==> src/rtl/call_encoder_if.sv <==
// ---------------------------------------------------------------------------
// call_encoder_if
// Valid/ready write channel that carries 6-bit call words from call_encoder
// to the call register file.
//   wr_data  [5:0]  call word {called, dir_up, inside, floor[2:0]}
//   wr_valid        wr_data holds a word to transfer
//   wr_ready        downstream accepts; transfer when wr_valid & wr_ready
// Modports: master (encoder side), slave (register file side).
// ---------------------------------------------------------------------------
interface call_encoder_if;
  logic [5:0] wr_data;
  logic       wr_valid;
  logic       wr_ready;

  modport master (output wr_data, output wr_valid, input wr_ready);
  modport slave  (input wr_data, input wr_valid, output wr_ready);
endinterface

==> src/rtl/call_encoder.sv <==
// ---------------------------------------------------------------------------
// call_encoder
// Transmit side of the floor-call register write interface. Turns cabin and
// hall button presses plus serve-complete events into 6-bit call words and
// sends them one per valid/ready handshake.
//
// Ports:
//   clk           system clock, rising edge
//   reset         asynchronous, active-low
//   btn_inside    cabin floor buttons (level), bit i = floor i
//   btn_up        hall up buttons (level)
//   btn_down      hall down buttons (level)
//   served_valid  one-cycle pulse: car has served served_floor
//   served_floor  floor just served
//   wr            call_encoder_if.master: wr_data / wr_valid / wr_ready
//   err_overflow  sticky: a serve-clear event was dropped, clear FIFO full
//
// Word encoding: inside {1,1,1,f}, up {1,1,0,f}, down {1,0,0,f},
//                serve-clear {0,1,0,f}.
//
// Optional feature: define CALL_ENCODER_DEDUP_EN to keep a per-class "sent"
// mask that suppresses repeat presses of an already-sent call until that
// floor is served.
// ---------------------------------------------------------------------------
module call_encoder #(
  parameter int unsigned NUM_FLOORS = 8,
  parameter int unsigned CLR_DEPTH  = 2
) (
  input  logic                 clk,
  input  logic                 reset,
  input  logic [7:0]           btn_inside,
  input  logic [7:0]           btn_up,
  input  logic [7:0]           btn_down,
  input  logic                 served_valid,
  input  logic [2:0]           served_floor,
  call_encoder_if.master       wr,
  output logic                 err_overflow
);

  localparam int unsigned AW = $clog2(CLR_DEPTH);
  localparam int unsigned CW = AW + 1;

  localparam logic [7:0] FLOOR_MASK = 8'((1 << NUM_FLOORS) - 1);
  // Top floor has no up button, ground floor has no down button.
  localparam logic [7:0] UP_MASK    = FLOOR_MASK & ~(8'd1 << (NUM_FLOORS - 1));
  localparam logic [7:0] DN_MASK    = FLOOR_MASK & 8'hFE;

  typedef enum logic {IDLE, SEND} state_t;

  state_t          state_q, state_d;
  logic [5:0]      data_q, data_d;
  logic            err_q, err_d;
  logic [2:0]      rr_q, rr_d;

  logic [7:0]      smp_in_q, smp_in_d, smp_up_q, smp_up_d, smp_dn_q, smp_dn_d;
  logic [7:0]      prv_in_q, prv_in_d, prv_up_q, prv_up_d, prv_dn_q, prv_dn_d;
  logic [7:0]      pend_in_q, pend_in_d, pend_up_q, pend_up_d, pend_dn_q, pend_dn_d;

  logic [2:0]      mem_q [CLR_DEPTH];
  logic [2:0]      mem_d [CLR_DEPTH];
  logic [AW-1:0]   wptr_q, wptr_d, rptr_q, rptr_d;
  logic [CW-1:0]   cnt_q, cnt_d;

`ifdef CALL_ENCODER_DEDUP_EN
  logic [7:0]      sent_in_q, sent_in_d, sent_up_q, sent_up_d, sent_dn_q, sent_dn_d;
`endif

  // Combinational working signals
  logic [7:0]      srv_mask;
  logic [7:0]      edge_in, edge_up, edge_dn;
  logic [7:0]      xfer_mask, xfer_in, xfer_up, xfer_dn;
  logic [7:0]      avail_in, avail_up, avail_dn;
  logic            xfer, xfer_call, pop, push, full;
  logic [CW-1:0]   cnt_eff;
  logic [2:0]      head_eff;
  logic [3:0]      pick_in, pick_up, pick_dn;
  logic            any;
  logic [5:0]      sel_word;

  // Lowest set bit of m at or above start, wrapping to floor 0.
  // Returns {found, floor}.
  function automatic logic [3:0] pick(input logic [7:0] m, input logic [2:0] start);
    logic [3:0]  r;
    int unsigned s;
    logic [2:0]  idx;
    r = '0;
    for (int unsigned i = 0; i < NUM_FLOORS; i++) begin
      s = {29'd0, start} + i;
      if (s >= NUM_FLOORS) s = s - NUM_FLOORS;
      idx = s[2:0];
      if (!r[3] && m[idx]) r = {1'b1, idx};
    end
    return r;
  endfunction

  always_comb begin
    // Defaults: hold state
    state_d   = state_q;
    data_d    = data_q;
    err_d     = err_q;
    rr_d      = rr_q;
    wptr_d    = wptr_q;
    rptr_d    = rptr_q;
    cnt_d     = cnt_q;
    mem_d     = mem_q;

    smp_in_d  = btn_inside & FLOOR_MASK;
    smp_up_d  = btn_up     & UP_MASK;
    smp_dn_d  = btn_down   & DN_MASK;
    prv_in_d  = smp_in_q;
    prv_up_d  = smp_up_q;
    prv_dn_d  = smp_dn_q;

    srv_mask  = served_valid ? ((8'd1 << served_floor) & FLOOR_MASK) : '0;

    edge_in   = smp_in_q & ~prv_in_q;
    edge_up   = smp_up_q & ~prv_up_q;
    edge_dn   = smp_dn_q & ~prv_dn_q;
`ifdef CALL_ENCODER_DEDUP_EN
    // A serve in the same cycle re-arms the floor before the edge is judged.
    edge_in   = edge_in & ~(sent_in_q & ~srv_mask);
    edge_up   = edge_up & ~(sent_up_q & ~srv_mask);
    edge_dn   = edge_dn & ~(sent_dn_q & ~srv_mask);
`endif

    xfer      = (state_q == SEND) && wr.wr_ready;
    xfer_call = xfer &&  data_q[5];
    pop       = xfer && !data_q[5];
    xfer_mask = 8'd1 << data_q[2:0];
    xfer_in   = (xfer_call &&  data_q[3])               ? xfer_mask : '0;
    xfer_up   = (xfer_call &&  data_q[4] && !data_q[3]) ? xfer_mask : '0;
    xfer_dn   = (xfer_call && !data_q[4] && !data_q[3]) ? xfer_mask : '0;

    // Work still eligible for selection after this cycle's transfer and serve.
    avail_in  = pend_in_q & ~xfer_in & ~srv_mask;
    avail_up  = pend_up_q & ~xfer_up & ~srv_mask;
    avail_dn  = pend_dn_q & ~xfer_dn & ~srv_mask;

    // Press edge is OR'ed in last so it wins over a same-cycle serve.
    pend_in_d = avail_in | edge_in;
    pend_up_d = avail_up | edge_up;
    pend_dn_d = avail_dn | edge_dn;

`ifdef CALL_ENCODER_DEDUP_EN
    sent_in_d = (sent_in_q & ~srv_mask) | xfer_in;
    sent_up_d = (sent_up_q & ~srv_mask) | xfer_up;
    sent_dn_d = (sent_dn_q & ~srv_mask) | xfer_dn;
`endif

    if (xfer_call)
      rr_d = (data_q[2:0] == 3'(NUM_FLOORS - 1)) ? 3'd0 : data_q[2:0] + 3'd1;

    // Serve-clear FIFO; a pop frees a slot for a same-cycle push when full.
    full = (cnt_q == CW'(CLR_DEPTH));
    push = served_valid && (!full || pop);
    if (served_valid && full && !pop) err_d = 1'b1;
    if (pop)  rptr_d = rptr_q + AW'(1);
    if (push) begin
      mem_d[wptr_q] = served_floor;
      wptr_d        = wptr_q + AW'(1);
    end
    case ({push, pop})
      2'b10:   cnt_d = cnt_q + CW'(1);
      2'b01:   cnt_d = cnt_q - CW'(1);
      default: cnt_d = cnt_q;
    endcase

    // View of the FIFO head once the word now on the bus has been popped,
    // so the same-cycle reload never resends it.
    cnt_eff  = pop ? cnt_q - CW'(1) : cnt_q;
    head_eff = pop ? mem_q[rptr_q + AW'(1)] : mem_q[rptr_q];

    pick_in  = pick(avail_in, rr_d);
    pick_up  = pick(avail_up, rr_d);
    pick_dn  = pick(avail_dn, rr_d);

    any      = 1'b1;
    if (cnt_eff != '0)   sel_word = {3'b010, head_eff};
    else if (pick_in[3]) sel_word = {3'b111, pick_in[2:0]};
    else if (pick_up[3]) sel_word = {3'b110, pick_up[2:0]};
    else if (pick_dn[3]) sel_word = {3'b100, pick_dn[2:0]};
    else begin
      sel_word = '0;
      any      = 1'b0;
    end

    case (state_q)
      IDLE: begin
        if (any) begin
          data_d  = sel_word;
          state_d = SEND;
        end
      end
      SEND: begin
        if (xfer) begin
          if (any) data_d  = sel_word;
          else     state_d = IDLE;
        end
      end
      default: state_d = IDLE;
    endcase
  end

  always_ff @(posedge clk or negedge reset) begin
    if (!reset) begin
      state_q   <= IDLE;
      data_q    <= '0;
      err_q     <= 1'b0;
      rr_q      <= '0;
      smp_in_q  <= '0;
      smp_up_q  <= '0;
      smp_dn_q  <= '0;
      prv_in_q  <= '0;
      prv_up_q  <= '0;
      prv_dn_q  <= '0;
      pend_in_q <= '0;
      pend_up_q <= '0;
      pend_dn_q <= '0;
      mem_q     <= '{default: '0};
      wptr_q    <= '0;
      rptr_q    <= '0;
      cnt_q     <= '0;
`ifdef CALL_ENCODER_DEDUP_EN
      sent_in_q <= '0;
      sent_up_q <= '0;
      sent_dn_q <= '0;
`endif
    end else begin
      state_q   <= state_d;
      data_q    <= data_d;
      err_q     <= err_d;
      rr_q      <= rr_d;
      smp_in_q  <= smp_in_d;
      smp_up_q  <= smp_up_d;
      smp_dn_q  <= smp_dn_d;
      prv_in_q  <= prv_in_d;
      prv_up_q  <= prv_up_d;
      prv_dn_q  <= prv_dn_d;
      pend_in_q <= pend_in_d;
      pend_up_q <= pend_up_d;
      pend_dn_q <= pend_dn_d;
      mem_q     <= mem_d;
      wptr_q    <= wptr_d;
      rptr_q    <= rptr_d;
      cnt_q     <= cnt_d;
`ifdef CALL_ENCODER_DEDUP_EN
      sent_in_q <= sent_in_d;
      sent_up_q <= sent_up_d;
      sent_dn_q <= sent_dn_d;
`endif
    end
  end

  assign wr.wr_data    = data_q;
  assign wr.wr_valid   = (state_q == SEND);
  assign err_overflow  = err_q;

endmodule

==> src/flat_wrapper.sv <==
// flat-port wrapper written by rule: the top's interface ports become plain ports
module call_encoder_flat 
#(
  parameter int unsigned NUM_FLOORS = 8,
  parameter int unsigned CLR_DEPTH  = 2
)
  (clk, reset, btn_inside, btn_up, btn_down, served_valid, served_floor, err_overflow, wr_wr_data, wr_wr_valid, wr_wr_ready);
  call_encoder_if wr_i ();
  input  logic clk;
  input  logic reset;
  input  logic [7:0] btn_inside;
  input  logic [7:0] btn_up;
  input  logic [7:0] btn_down;
  input  logic served_valid;
  input  logic [2:0] served_floor;
  output logic err_overflow;
  output wire logic [$bits(wr_i.wr_data)-1:0] wr_wr_data;
  output wire logic [$bits(wr_i.wr_valid)-1:0] wr_wr_valid;
  input wire logic [$bits(wr_i.wr_ready)-1:0] wr_wr_ready;
  assign wr_wr_data = wr_i.wr_data;
  assign wr_wr_valid = wr_i.wr_valid;
  assign wr_i.wr_ready = wr_wr_ready;
  call_encoder #(.NUM_FLOORS(NUM_FLOORS), .CLR_DEPTH(CLR_DEPTH)) u_core (.clk(clk), .reset(reset), .btn_inside(btn_inside), .btn_up(btn_up), .btn_down(btn_down), .served_valid(served_valid), .served_floor(served_floor), .wr(wr_i), .err_overflow(err_overflow));
endmodule
==> config.mk <==
export PLATFORM = sky130hd
export DESIGN_NAME = call_encoder_flat
export DESIGN_NICKNAME = d
export VERILOG_FILES = /design/src/rtl/call_encoder_if.sv /design/src/rtl/call_encoder.sv /design/src/flat_wrapper.sv
export SDC_FILE = /design/constraint.sdc
export NUM_CORES = 1
export LEC_CHECK = 0
export CELL_PAD_IN_SITES_DETAIL_PLACEMENT = 2
export CELL_PAD_IN_SITES_GLOBAL_PLACEMENT = 2
export CORE_ASPECT_RATIO = 1.2
export CORE_UTILIZATION = 41
export CTS_CLUSTER_SIZE = 24
export DETAILED_ROUTE_END_ITERATION = 12
export GPL_TIMING_DRIVEN = 0
export PLACE_DENSITY = 0.95
export SYNTH_ARGS = -nofsm -noshare
export SYNTH_HDL_FRONTEND = slang
export SYNTH_SLANG_ARGS = --single-unit
export TNS_END_PERCENT = 10
==> constraint.sdc <==
create_clock -name clk -period 9.8 [get_ports clk]
set_input_delay 1.96 -clock clk [delete_from_list [all_inputs] [get_ports clk]]
set_output_delay 1.96 -clock clk [all_outputs]
set_load 0.005 [all_outputs]
==> flow_metrics.env <==
export IMPL_start_util_pct=41.8
export IMPL_yosys_warnings=0
export IMPL_grt_pass1_vias=5991
export IMPL_path_class="in2reg"
export IMPL_grt_use_total_pct=38.9
export IMPL_min_to="u_core.prv_dn_q[6]$_DFF_PN0_"
export IMPL_min_path_type="reg2reg"
export IMPL_tightest_slew_ns=1.19
export IMPL_critical_path_required_ns=10.04
export IMPL_wl_mm=25.7
export IMPL_cp_start_kind="primary input"
export IMPL_timing_rr_start="u_core.wr.wr_data[0]$_DFFE_PN0P_"
export IMPL_yosysSeqAreaShare_pct=40.4
export IMPL_grt_pass1_wl_mm=38.8
export IMPL_period_share_pct=85.4
export IMPL_hold_start="u_core.prv_dn_d[6]$_DFF_PN0_"
export IMPL_dp_cells=772
export IMPL_drt_initial_drc_count=431
export IMPL_place_area_mm2=0.00608
export IMPL_critPathMaxFanout=10
export IMPL_finalWeightedCongestion=0.971
export IMPL_skew_ns=0.00850
export IMPL_drive_gt1_share_pct=12.1
export IMPL_fin_nets=656
export IMPL_reg2reg_slack_ns=2.89
export IMPL_layout_commonest_cell="dfrtp_1"
export IMPL_mostFrequentLayoutCells="dfrtp_1 (89), o21ai_0 (47), inv_1 (42), nand2_1 (34), nor2_1 (34)"
export IMPL_synth_fp_nets=611
export IMPL_status="finished, final reports clean"
export IMPL_min_path_cells=0
export IMPL_root_buffer="clkbuf_16"
export IMPL_syn_inst=570
export IMPL_cts_sinks=89
export IMPL_rsz0062_at_grt="false"
export IMPL_rr_worst_depth=19
export IMPL_setup_viol=0
export IMPL_postCtsSetupBuffers=0
export IMPL_antenna_found_initial=0
export IMPL_via_count=5535
export IMPL_fmax_mhz=119
export IMPL_synth_seq_cells=89
export IMPL_drc=0
export IMPL_area_delta_synth_final_pct=15.9
export IMPL_first_pass_iters=6
export IMPL_clock_path_buffers=2
export IMPL_postCtsHoldBufs=0
export IMPL_final_instance_count_excl_fill=788
export IMPL_port_buffers=33
export IMPL_die_y_um=129
export IMPL_core_mm2=0.0132
export IMPL_cts_buffers=9
export IMPL_die_area_mm2=0.0139
export IMPL_cts_tree="built"
export IMPL_die_w_um=108
export IMPL_post_cts_resized=0
export IMPL_synth_edff_count=0
export IMPL_slew_headroom_pct=19.4
export IMPL_grt_overflow_total=0
export IMPL_dp_hpwl_mm=17.8
export IMPL_slew_viol_final=0
export IMPL_cap_violations=0
export IMPL_num_rows=46
export IMPL_crit_arrival_ns=8.61
export IMPL_post_drt_wl_per_cell_um=32.7
export IMPL_synth_ff_type="dfrtp_1"
export IMPL_fin_crit_ns=8.37
export IMPL_io_pins=39
export IMPL_crit_path_end_kind="flip-flop"
export IMPL_ant_nets=0
export IMPL_antennaDiodeCount=0
export IMPL_h_tree_depth=3
export IMPL_path_clk_slew_ns=0.07
export IMPL_synth_cell_types=75
export IMPL_setup_tns_ns=0
export IMPL_design_area_mm2=0.00638
export IMPL_timing_rr_end="u_core.wr.wr_data[2]$_DFFE_PN0P_"
export IMPL_async_flop_share_pct=100
export IMPL_hold_viol=0
export IMPL_grt_max_degree=63
export IMPL_clk_latency_ns=0.35
export IMPL_drt_vias_per_instance=7.02
export IMPL_syn_area_per_cell_um2=9.67
export IMPL_syn_cell_area_mm2=0.00551
-- sequential cells by signal (all words and copies together), names as in the netlist, 2 cells and up --
register	flops
u_core.prv_in_q	8
u_core.rr_q	3
u_core.wr.wr_data	6
u_core.prv_up_d	7
u_core.pend_dn_q	8
u_core.prv_dn_q	7
u_core.prv_up_q	7
u_core.prv_in_d	8
u_core.mem_q	6
u_core.prv_dn_d	7
u_core.cnt_q	2
u_core.pend_in_q	8
u_core.pend_up_q	8
-- cell type report --
| type | instances | area, um^2 |
|---|---|---|
| plain buffers | 23 | 119 |
| clock buffers | 11 | 243 |
| clock inverters | 5 | 61.3 |
| fillers | 1335 | 6800 |
| inverters | 45 | 169 |
| multi-input cells | 413 | 3000 |
| flip-flops and latches | 89 | 2230 |
| well taps | 168 | 210 |
| repair buffers | 34 | 355 |
-- critical path, stage by stage --
cell and delay [ns]:
clkdlybuf4s50_1 0.65, nand3_2 0.19, buf_6 0.20, mux2_2 0.28, buf_2 0.21, inv_1 0.11
buf_4 0.19, clkbuf_1 0.46, ha_1 0.27, buf_1 0.52, clkinv_1 0.53, o21ai_0 0.43
o221ai_1 0.40, nor4_2 0.56, nand4_1 0.38, or4_4 0.63, o21ai_4 0.30, a21oi_1 0.11
a22o_1 0.21
-- logic make-up after synthesis --
family,share of synthesized area (%)
AOI/OAI and AO/OA,24.8
adders and majority gates,2.27
xor gates and xnor gates,0.954
buffers and inverters,5.22
and+or+nand+nor,13.7
muxes,12.6
DFF,40.4
-- cells in the mapped netlist (12+ instances only) --
| cell type | instances | area (um^2) |
|---|---|---|
| o211ai_1 | 12 | 90.1 |
| o21ai_0 | 47 | 235 |
| mux2i_1 | 30 | 300 |
| mux2_2 | 22 | 248 |
| inv_1 | 42 | 158 |
| o22ai_1 | 18 | 113 |
| nor2_1 | 34 | 128 |
| dfrtp_1 | 89 | 2230 |
| nand2_1 | 34 | 128 |
| nor3_1 | 15 | 75.1 |
| a21oi_1 | 29 | 145 |
-- per-stage QoR --
stage | utilization (%) | hold WS, ns | setup WS [ns]
floorplan | - | 0.354 | 3.74
global route | 48.4 | 0.392 | 1.25
global placement | 45.9 | 0.358 | 1.53
detailed placement | 46.1 | 0.375 | 1.31
finish | 48.4 | 0.379 | 1.43
CTS | 48.4 | 0.379 | 1.61
-- worst max-delay path by stage --
stage | slack (ns) | from | endpoint | cells after the start
after global placement | 1.53 | wr_wr_ready | u_core.wr.wr_data[1]$_DFFE_PN0P_ | 19
after detailed placement | 1.31 | wr_wr_ready | u_core.wr.wr_data[2]$_DFFE_PN0P_ | 19
after floorplan | 3.74 | wr_wr_ready | u_core.wr.wr_data[1]$_DFFE_PN0P_ | 18
after global routing | 1.25 | wr_wr_ready | u_core.wr.wr_data[2]$_DFFE_PN0P_ | 19
final | 1.43 | wr_wr_ready | u_core.wr.wr_data[2]$_DFFE_PN0P_ | 19
after CTS | 1.61 | wr_wr_ready | u_core.wr.wr_data[2]$_DFFE_PN0P_ | 19
-- routing by layer --
| layer | vias to the layer above | global-route usage, % | wire [um] |
|---|---|---|---|
| li1 | 2270 | - | - |
| met1 | 2812 | 45.3 | 9650 |
| met2 | 319 | 65.4 | 12700 |
| met3 | 134 | 5.42 | 1360 |
| met4 | 0 | 28.0 | 2010 |
| met5 | - | 0 | 0 |
Power is left out: the tool's default activity adds up to more than one toggle a clock period on the data nets, which glitch-free logic cannot reach.
